==> src/rtl/ws2812b_line_encoder.sv <==
// ----------------------------------------------------------------------------
// ws2812b_line_encoder
//
// Turns a handshaked stream of pixel bits into the WS2812B single-wire NRZ
// waveform. Every accepted bit occupies one TBIT_CYC-long slot. The slot
// starts with a high phase of T1H_CYC clocks for a '1' or T0H_CYC clocks for
// a '0', and the line stays low for the rest of the slot. When no bit is
// waiting at the end of a slot, the line is held low for TRESET_CYC clocks so
// the LEDs latch the frame.
//
// Ports
//   clock      in  : the only clock, rising edge
//   reset      in  : synchronous, active-high reset
//   bit_in     in  : data bit from upstream, sampled only while bit_ack=1
//   bit_valid  in  : upstream has a bit ready
//   bit_ack    out : one-cycle pulse, bit_in is consumed this cycle
//   dout       out : registered WS2812B data line
//   busy       out : high whenever the encoder is not idle
//   frame_done out : one-cycle pulse on the last cycle of the latch period
//
// Build option
//   WS2812B_INVERT_OUTPUT_EN : when defined, dout carries the complement of
//   the line so that an inverting level shifter can be used. Only the pin
//   polarity changes. The timing is the same.
// ----------------------------------------------------------------------------
module ws2812b_line_encoder #(
  parameter int unsigned T0H_CYC    = 20,
  parameter int unsigned T1H_CYC    = 40,
  parameter int unsigned TBIT_CYC   = 63,
  parameter int unsigned TRESET_CYC = 2600
) (
  input  logic clock,
  input  logic reset,
  input  logic bit_in,
  input  logic bit_valid,
  output logic bit_ack,
  output logic dout,
  output logic busy,
  output logic frame_done
);

  // Pin levels for the two line states.
`ifdef WS2812B_INVERT_OUTPUT_EN
  localparam logic C_PIN_LOW  = 1'b1;
`else
  localparam logic C_PIN_LOW  = 1'b0;
`endif
  localparam logic C_PIN_HIGH = ~C_PIN_LOW;

  localparam logic [15:0] C_T0H         = 16'(T0H_CYC);
  localparam logic [15:0] C_T1H         = 16'(T1H_CYC);
  localparam logic [15:0] C_TBIT_LAST   = 16'(TBIT_CYC - 1);
  localparam logic [15:0] C_TRESET_LAST = 16'(TRESET_CYC - 1);

  typedef enum logic [1:0] {
    S_IDLE,
    S_HIGH,
    S_LOW,
    S_LATCH
  } state_t;

  state_t      r_state;
  logic [15:0] r_cnt;
  logic [15:0] r_hi_len;
  logic        r_dout;
  logic        r_busy;

  logic        w_slot_end;
  logic        w_hi_end;
  logic        w_latch_end;
  logic        w_capture;
  logic [15:0] w_hi_len_next;

  // Decode the timing events from the registered state and counter.
  always_comb begin
    w_slot_end    = (r_state == S_LOW)   && (r_cnt == C_TBIT_LAST);
    w_hi_end      = (r_state == S_HIGH)  && (r_cnt == (r_hi_len - 16'd1));
    w_latch_end   = (r_state == S_LATCH) && (r_cnt == C_TRESET_LAST);
    // There are exactly two capture points: in IDLE, and on the last cycle
    // of a LOW phase. Reset overrides both, so a bit is never acknowledged
    // while it is being discarded.
    w_capture     = !reset && bit_valid && ((r_state == S_IDLE) || w_slot_end);
    w_hi_len_next = bit_in ? C_T1H : C_T0H;
  end

  assign bit_ack    = w_capture;
  assign frame_done = w_latch_end && !reset;
  assign dout       = r_dout;
  assign busy       = r_busy;

  always_ff @(posedge clock) begin
    if (reset) begin
      r_state  <= S_IDLE;
      r_cnt    <= '0;
      r_hi_len <= C_T0H;
      r_dout   <= C_PIN_LOW;
      r_busy   <= 1'b0;
    end else begin
      case (r_state)
        S_IDLE: begin
          r_cnt <= '0;
          if (w_capture) begin
            r_state  <= S_HIGH;
            r_hi_len <= w_hi_len_next;
            r_dout   <= C_PIN_HIGH;
            r_busy   <= 1'b1;
          end
        end

        S_HIGH: begin
          // The counter keeps running into LOW, so the slot length is
          // measured from the rising edge and does not depend on hi_len.
          r_cnt <= r_cnt + 16'd1;
          if (w_hi_end) begin
            r_state <= S_LOW;
            r_dout  <= C_PIN_LOW;
          end
        end

        S_LOW: begin
          if (w_slot_end) begin
            r_cnt <= '0;
            if (w_capture) begin
              r_state  <= S_HIGH;
              r_hi_len <= w_hi_len_next;
              r_dout   <= C_PIN_HIGH;
            end else begin
              r_state <= S_LATCH;
            end
          end else begin
            r_cnt <= r_cnt + 16'd1;
          end
        end

        S_LATCH: begin
          if (w_latch_end) begin
            r_state <= S_IDLE;
            r_cnt   <= '0;
            r_busy  <= 1'b0;
          end else begin
            r_cnt <= r_cnt + 16'd1;
          end
        end

        default: begin
          r_state <= S_IDLE;
          r_cnt   <= '0;
          r_dout  <= C_PIN_LOW;
          r_busy  <= 1'b0;
        end
      endcase
    end
  end

endmodule
==> config.mk <==
export PLATFORM = sky130hd
export DESIGN_NAME = ws2812b_line_encoder
export DESIGN_NICKNAME = d
export VERILOG_FILES = /design/src/rtl/ws2812b_line_encoder.sv
export SDC_FILE = /design/constraint.sdc
export NUM_CORES = 1
export LEC_CHECK = 0
export ABC_AREA = 1
export CAP_MARGIN = 0
export CELL_PAD_IN_SITES_DETAIL_PLACEMENT = 1
export CELL_PAD_IN_SITES_GLOBAL_PLACEMENT = 1
export CORE_ASPECT_RATIO = 2
export CORE_MARGIN = 4
export CORE_UTILIZATION = 35
export DETAILED_ROUTE_END_ITERATION = 6
export MAX_ROUTING_LAYER = met4
export PLACE_DENSITY = 0.78
export SETUP_SLACK_MARGIN = 0.02
export SYNTH_ARGS = -nofsm -noshare
export SYNTH_HDL_FRONTEND = slang
export SYNTH_SLANG_ARGS = --single-unit
==> constraint.sdc <==
create_clock -name clock -period 3.6 [get_ports clock]
set_input_delay 1.08 -clock clock [delete_from_list [all_inputs] [get_ports clock]]
set_output_delay 1.08 -clock clock [all_outputs]
set_load 0.05 [all_outputs]
# [Word-level counts from Yosys, hierarchy flattened]
# Index checks and enable logic that the tools add are counted.
[op_classes] n_addsub=2 n_eq_ne=10 n_mux=20 reduce_logical=16
[op_table] cell="two-way mux 16 bit" count=4
[op_table] cell="case mux 16 bit (4 select lines)" count=1
[op_table] cell="case mux 16 bit (2 select lines)" count=1
[op_table] cell="adder 16 x 1 -> 16 bit (second input constant)" count=1
[op_table] cell="== test 16 x 12 -> 1 bit (second input constant)" count=1
[op_table] cell="== test 16 bit" count=1
[op_table] cell="== test 16 x 6 -> 1 bit (second input constant)" count=1
[op_table] cell="subtractor 16 x 1 -> 16 bit (second input constant)" count=1
[op_table] cell="two-way mux 2 bit" count=5
[op_table] cell="!= test 2 bit (second input constant)" count=4
[op_table] cell="case mux 2 bit (4 select lines)" count=1
[op_table] cell="logical AND 1 bit" count=6
[op_table] cell="two-way mux 6 bit" count=1
[op_table] cell="AND reduction 3 bit" count=2
[op_table] cell="two-way mux 1 bit" count=5
[op_table] cell="== test 2 bit (second input constant)" count=2
[op_table] cell="AND reduction 4 bit" count=1
[op_table] cell="nonzero test 2 bit" count=2
[op_table] cell="case mux 1 bit (3 select lines)" count=1
[op_table] cell="nonzero test 3 bit" count=1
[op_table] cell="== test 2 x 1 -> 1 bit (second input constant)" count=1
[op_table] cell="zero test 2 bit" count=1
[op_table] cell="case mux 1 bit (2 select lines)" count=1
[op_table] cell="AND reduction 2 bit" count=1
[op_table] cell="2 further kinds" count=2
[totals] reg_bits=36

# [Longest topological paths before layout]
# Gate-level depths: netlist (run 1).
[depth] word_depth=7 ltp_mapped=14 mapped_depth_nobuf=14

# [Worst setup path before layout (run 1)]
# Ideal clock, no wire load.
[synth_path] kind="input -> output" startpoint="input reset" endpoint="output bit_ack" t_arrival_ns=1.799 setup_slack_ns=0.721 cell_stages=3 cell_sequence="nor3b_1 -> nand2_1 -> inv_1"
[synth_via] elab_chain_cells=3
[synth_lines] item="start, declared" line_no="33" source="input logic reset,"
[synth_lines] item="zero test 1 bit" line_no="82" source="w_capture = !reset && bit_valid && ((r_state == S_IDLE) || w_slot_end);"
[synth_lines] item="logical AND 1 bit (2 in series)" line_no="82"
[synth_lines] item="end, declared" line_no="36" source="output logic bit_ack,"
# Every way passes these cells.

# [Worst setup path after layout (run 1)]
# Ends and elaborated chain as after synthesis.

==> impl_metrics.yaml, run 1 <==
run_status:
  status: "completed"
critical_path:
  cp_max_fo: 5
  startpoint_type: "input pin"
  path_cells: "clkdlybuf4s50_1 > nor3b_1 > nand2_1 > inv_1 > buf_12"
  crit_start: "reset"
  crit_slowest_cell: "clkdlybuf4s50_1"
  critical-path-max-stage-delay_ns: 0.47
  endpoint_kind: "output port"
  crit_required_ns: 2.52
  crit_type: "input pin to output port"
  rr_startpoint: "r_cnt[0]"
  arrival_ns: 2.24
yosys:
  yosysUniqueCellTypes: 27
  ys.warnings.count: 0
  syn_area_per_cell_um2: 6.62
  async_reset_ff_share_pct: 0
  synth-seq-cells: 22
  syn_nets: 218
  yosysSeqAreaShare_pct: 31.9
  postSynthCellCount: 209
  synth_top_area_cell: "dfxtp_1"
  yosys_most_used_dff: "dfxtp_1"
  synthesis.area_mm2: 0.00138
  yosysMostFrequentCell: "nand2_1"
  synth_top_area_share_pct: 31.9
  synth_top_cells_by_count: "nand2_1 (46), nor2_1 (36), inv_1 (30), dfxtp_1 (22), nand3_1 (16)"
  synth_area_leaders: "dfxtp_1 (32%), nand2_1 (12%), nor2_1 (9.8%)"
  synth-edff-count: 0
timing:
  finalClockSkew_ns: 0.00353
  max-slew-margin-rel_pct: 64.7
  slew_viol_final: 0
  final-setup-viol-count: 0
  tns_ns: 0
  fmax_mhz: 302
  finalHoldViolCount: 0
  worst_pin_slew_ns: 0.528
  rsz0062_at_grt: "false"
  finalCriticalPeriod_ns: 3.32
  finalCritPeriodShare_pct: 92.1
flow_run:
  maxCapViolCount: 0
layout:
  design_area_mm2: 0.00158
  area_delta_synth_final_pct: 14.2
  insertedDiodeCount: 0
  finalNetCount: 230
  nFillCells: 534
  final_layout_size_suffix_gt1_share_pct: 15.9
  finalNonFillerCells: 271
floorplan:
  coreArea_mm2: 0.00384
  start_util_pct: 36.0
  die_h_um: 96.9
  die_width_um: 52.4
  dieArea_mm2: 0.00508
  boundaryPins: 8
  row_count: 32
min_path:
  hold_path_startpoint: "busy"
  min_path_type: "register to register"
drt:
  avgViaCountPerCell: 4.89
  vias: 1326
  ant_nets: 0
  routed_wl_mm: 3.49
  routedWlPerCell_um: 12.9
  dr.pass1.iters: 4
  drcViolationCount: 0
  drt_iter0_drc: 18
grt:
  antenna_found_initial: 0
  grt_max_degree: 16
  first_global_vias: 1415
  grt-ovfl-total: 0
  grt_pass1_wl_mm: 6.00
  gr-usage-all-layers_pct: 16.0
power:
  p_seq_share_pct: 45.6
  p_int_mw: 0.404
  clockPowerShare_pct: 30.3
  combinationalPowerShare_pct: 24.1
  swShare_pct: 32.5
  switchingPower_mw: 0.195
  pwr_density_cell_mw_per_mm2: 379
  worst_ir_drop_vdd_mv: 0.234
  power_leakage_nw: 0.718
placed_design:
  portBuffers: 7
  gp_congestion: 0.871
  hpwl_mm: 2.87
  dp.cells: 267
  postPlaceCellArea_mm2: 0.00152
clocking:
  cts_hold_buf: 0
  clockBufferDepth: 2
  cts_buffers: 3
  cts_root_buf: "clkbuf_8"
  cts_resized: 0
  clk_pin_slew_ns: 0.08
  worstSkewPairLatency_ns: 0.27
  cts_setup_buffers: 0
  clkSinkCount: 22
  htreeDepth: 1
  cts_tree: "yes"
==> layer usage <==
layer | vias to the layer above | share of wire, % | track usage [%]
li1 | 669 | - | -
met3 | 11 | 2.0 | 2.00
met1 | 628 | 35 | 14.1
met5 | - | 0 | -
met4 | 0 | 5.3 | 9.65
met2 | 18 | 57 | 29.6
==> layout make-up <==
class / count / area [um2] / area share [%]
Inverter: 35 / 131 / 8.32
Multi-Input combinational cell: 151 / 791 / 50.1
Tap cell: 51 / 63.8 / 4.04
Clock buffer: 4 / 55.1 / 3.49
Timing Repair Buffer: 8 / 97.6 / 6.18
Sequential cell: 22 / 440 / 27.9
==> registers in the layout, indices dropped and copies added, names as in the netlist <==
signal    count
r_cnt        16
r_hi_len      2
r_state       2
busy          1
dout          1
==> critical path, delay by kind of cell <==
kind / cells / cell delay, ns
buffers and inverters: 3 / 0.78
AND/OR/NAND/NOR: 2 / 0.38
==> power by group through the flow <==
stage	combinational, mW	sequential (mW)	clock, mW
2_1_floorplan	0.103	0.287	0
3_3_place_gp	0.144	0.278	0
3_5_place_dp	0.147	0.279	0
4_1_cts	0.147	0.273	0.191
5_1_grt	0.164	0.275	0.201
6_report	0.144	0.273	0.182
==> path summary, 6_finish.rpt <==
check,end,slack (ns),cells after the start
worst max-delay path,bit_ack,0.28,5
worst min-delay path,busy,0.48,2
worst max register to register,r_cnt[4],1.71,14
worst min register to register,busy,0.48,2
==> kinds of logic after synthesis <==
family	count (synthesis)	share of synthesized area, %
compound gates	14	5.97
xor+xnor	6	3.80
fa+ha+maj	5	4.52
buf+inv	36	11.0
flops	22	31.9
simple gates	126	42.9
==> placed cells by master, fill, tap and decap left out, drive strengths merged, types with 2 or more instances in the layout <==
cell,count
xnor2,2
nor2,49
clkdlybuf4s50,5
ha,5
nand4,3
nor3,3
o22ai,2
inv,35
o21ai,4
buf,3
nand3,17
dfxtp,22
clkbuf,4
a21oi,6
xor2,4
nand2,51
==> metrics by stage <==
step                      setup slack, ns  hold slack (ns)  power, mW  util, %
final                               0.284            0.478      0.599     41.1
after global routing                0.122            0.541      0.640     41.1
after CTS                           0.249            0.480      0.611     41.1
after detailed placement            0.251            0.466      0.425     39.6
after global placement              0.281            0.458      0.422     39.6
after floorplan                     0.721            0.454      0.390        -
Note: power is estimated with default switching activity, not from simulation.
==> run 2: changes to the inputs <==
--- a/config.mk
+++ b/config.mk
@@ -16,6 +16,7 @@
 export MAX_ROUTING_LAYER = met4
 export PLACE_DENSITY = 0.78
 export SETUP_SLACK_MARGIN = 0.02
+export SLEW_MARGIN = 20
 export SYNTH_ARGS = -nofsm -noshare
 export SYNTH_HDL_FRONTEND = slang
 export SYNTH_SLANG_ARGS = --single-unit
==> results of run 2 <==
The final DEF is identical to that of run 1; final timing and power are the same.
==> run 3: changes to the inputs <==
--- a/config.mk
+++ b/config.mk
@@ -15,6 +15,7 @@
 export DETAILED_ROUTE_END_ITERATION = 6
 export MAX_ROUTING_LAYER = met4
 export PLACE_DENSITY = 0.78
+export REMOVE_ABC_BUFFERS = 1
 export SETUP_SLACK_MARGIN = 0.02
 export SLEW_MARGIN = 20
 export SYNTH_ARGS = -nofsm -noshare
==> run 3 against run 2 <==
Effect of this change:
- clock power is essentially flat
- critical path depth is the same
- wire length shrank 4.3%
- sequential cell count is the same
- non-clock buffer count shrank 1
- total power shrank 0.54%
- final area shrank 0.47%
- largest cell class unchanged
==> impl_metrics.yaml, run 3 (synthesis results as in run 1) <==
run_status:
  status: "completed"
grt:
  antenna_found_initial: 0
  first_global_vias: 1420
  grt_pass1_wl_mm: 6.11
  grt-ovfl-total: 0
  grt_max_degree: 16
  gr-usage-all-layers_pct: 16.1
placed_design:
  hpwl_mm: 2.80
  gp_congestion: 0.820
  portBuffers: 7
  dp.cells: 266
  dp_slack_ns: 0.188
critical_path:
  path_cells: "clkdlybuf4s50_1 > nor3b_1 > nand2_1 > inv_1 > buf_12"
  cp_max_fo: 5
  crit_type: "input pin to output port"
  r2r_slack_ns: 1.70
  crit_required_ns: 2.52
  rr_startpoint: "r_cnt[0]"
  critPathTopFamily: "buffers and inverters"
  path_buf_inv: 3
  startpoint_type: "input pin"
  ff2ff_path_depth: 14
  critical-path-max-stage-delay_ns: 0.48
  crit_path_end: "bit_ack"
  arrival_ns: 2.35
  crit_slowest_cell: "clkdlybuf4s50_1"
  crit_start: "reset"
  endpoint_kind: "output port"
  r2r-end: "r_cnt[4]"
  crit_cells: 5
floorplan:
  start_util_pct: 36.0
  coreArea_mm2: 0.00384
  row_count: 32
  boundaryPins: 8
  die_width_um: 52.4
  die_h_um: 96.9
  dieArea_mm2: 0.00508
layout:
  layout_commonest_cell: "nand2_1"
  multi_input_area_um2: 791
  finalNonFillerCells: 270
  layout_common_cells: "nand2_1 (46), nor2_1 (36), inv_1 (30)"
  largest_register: "r_cnt"
  final_layout_size_suffix_gt1_share_pct: 15.5
  nFillCells: 541
  largest_registers: "r_cnt (16), r_hi_len (2), r_state (2)"
  insertedDiodeCount: 0
  largest_reg_flops: 16
  area_delta_synth_final_pct: 13.7
  finalNetCount: 229
  seq_area_um2: 440
power:
  power_leakage_nw: 0.713
  worst_ir_drop_vdd_mv: 0.236
  finalPower_mw: 0.596
  pwr_density_cell_mw_per_mm2: 379
timing:
  finalHoldViolCount: 0
  tns_ns: 0
  fmax_mhz: 291
  timing.final.ws_setup_ns: 0.165
  worst_pin_slew_ns: 0.498
  max-slew-margin-rel_pct: 66.7
  slew_viol_final: 0
  rsz0062_at_grt: "false"
  finalCritPeriodShare_pct: 95.4
  finalClockSkew_ns: 0.00303
  finalCriticalPeriod_ns: 3.43
  final-setup-viol-count: 0
drt:
  drcViolationCount: 0
  avgViaCountPerCell: 4.72
  routedWlPerCell_um: 12.4
  drt_iter0_drc: 10
  vias: 1274
  ant_nets: 0
  dr.pass1.iters: 2
  routed_wl_mm: 3.34
clocking:
  clockBufferDepth: 2
  cts_setup_buffers: 0
  cts_resized: 0
  cts_buffers: 3
  clkSinkCount: 22
  htreeDepth: 1
  cts_hold_buf: 0
  worstSkewPairLatency_ns: 0.26
  cts_tree: "yes"
  clk_pin_slew_ns: 0.08
  cts_root_buf: "clkbuf_8"
min_path:
  min_path_type: "register to register"
flow_run:
  maxCapViolCount: 0
## run 3: cell type report
class | instances | area share, %
multi-input combinational | 151 | 50.3
sequential | 22 | 28.0
inverter | 35 | 8.36
timing repair buffer | 7 | 5.73
tap | 51 | 4.06
clock buffer | 4 | 3.50
## run 3: per-layer routing
metal  vias to the layer above  share of wire [%]  global-route usage, %
li1                        667                  -                      -
met1                       596                 36                   15.7
met2                         7                 61                   30.4
met3                         4                1.0                   1.39
met4                         0                1.7                   6.30
met5                         -                  0                      -
## run 3: worst min-delay path by stage
stage / from / endpoint / slack [ns] / depth (start not counted)
floorplan: r_hi_len[3] / r_hi_len[3] / 0.45 / 2
global placement: busy / busy / 0.46 / 2
detailed placement: busy / busy / 0.49 / 2
CTS: busy / busy / 0.50 / 2
global route: busy / busy / 0.54 / 2
finish: busy / busy / 0.49 / 2
## run 3: power breakdown
group	internal [mW]	switching, mW	leakage [nW]
sequential	0.257	0.0158	0.178
combinational	0.0482	0.0943	0.505
clock	0.0976	0.0827	0.0288
total	0.403	0.193	0.713
## run 3: worst register-to-register path, stage by stage (launching register included)
cell and delay (ns):
dfxtp_1 0.43, ha_1 0.27, nand2_2 0.08, inv_2 0.08, nand2_1 0.09, nor2_1 0.11, nand2_1 0.06, nand2_1 0.07
nand2_2 0.06, inv_2 0.06, nand2_2 0.06, nand2_4 0.22, inv_1 0.10, nand3_1 0.08, inv_1 0.04
## run 3: per-stage QoR
step	area, um2	utilization (%)	hold WS (ns)
final	1570	40.9	0.486
after global routing	1570	40.9	0.536
after CTS	1570	40.9	0.500
after detailed placement	1520	39.5	0.487
after global placement	1520	39.5	0.457
after floorplan	1360	-	0.454
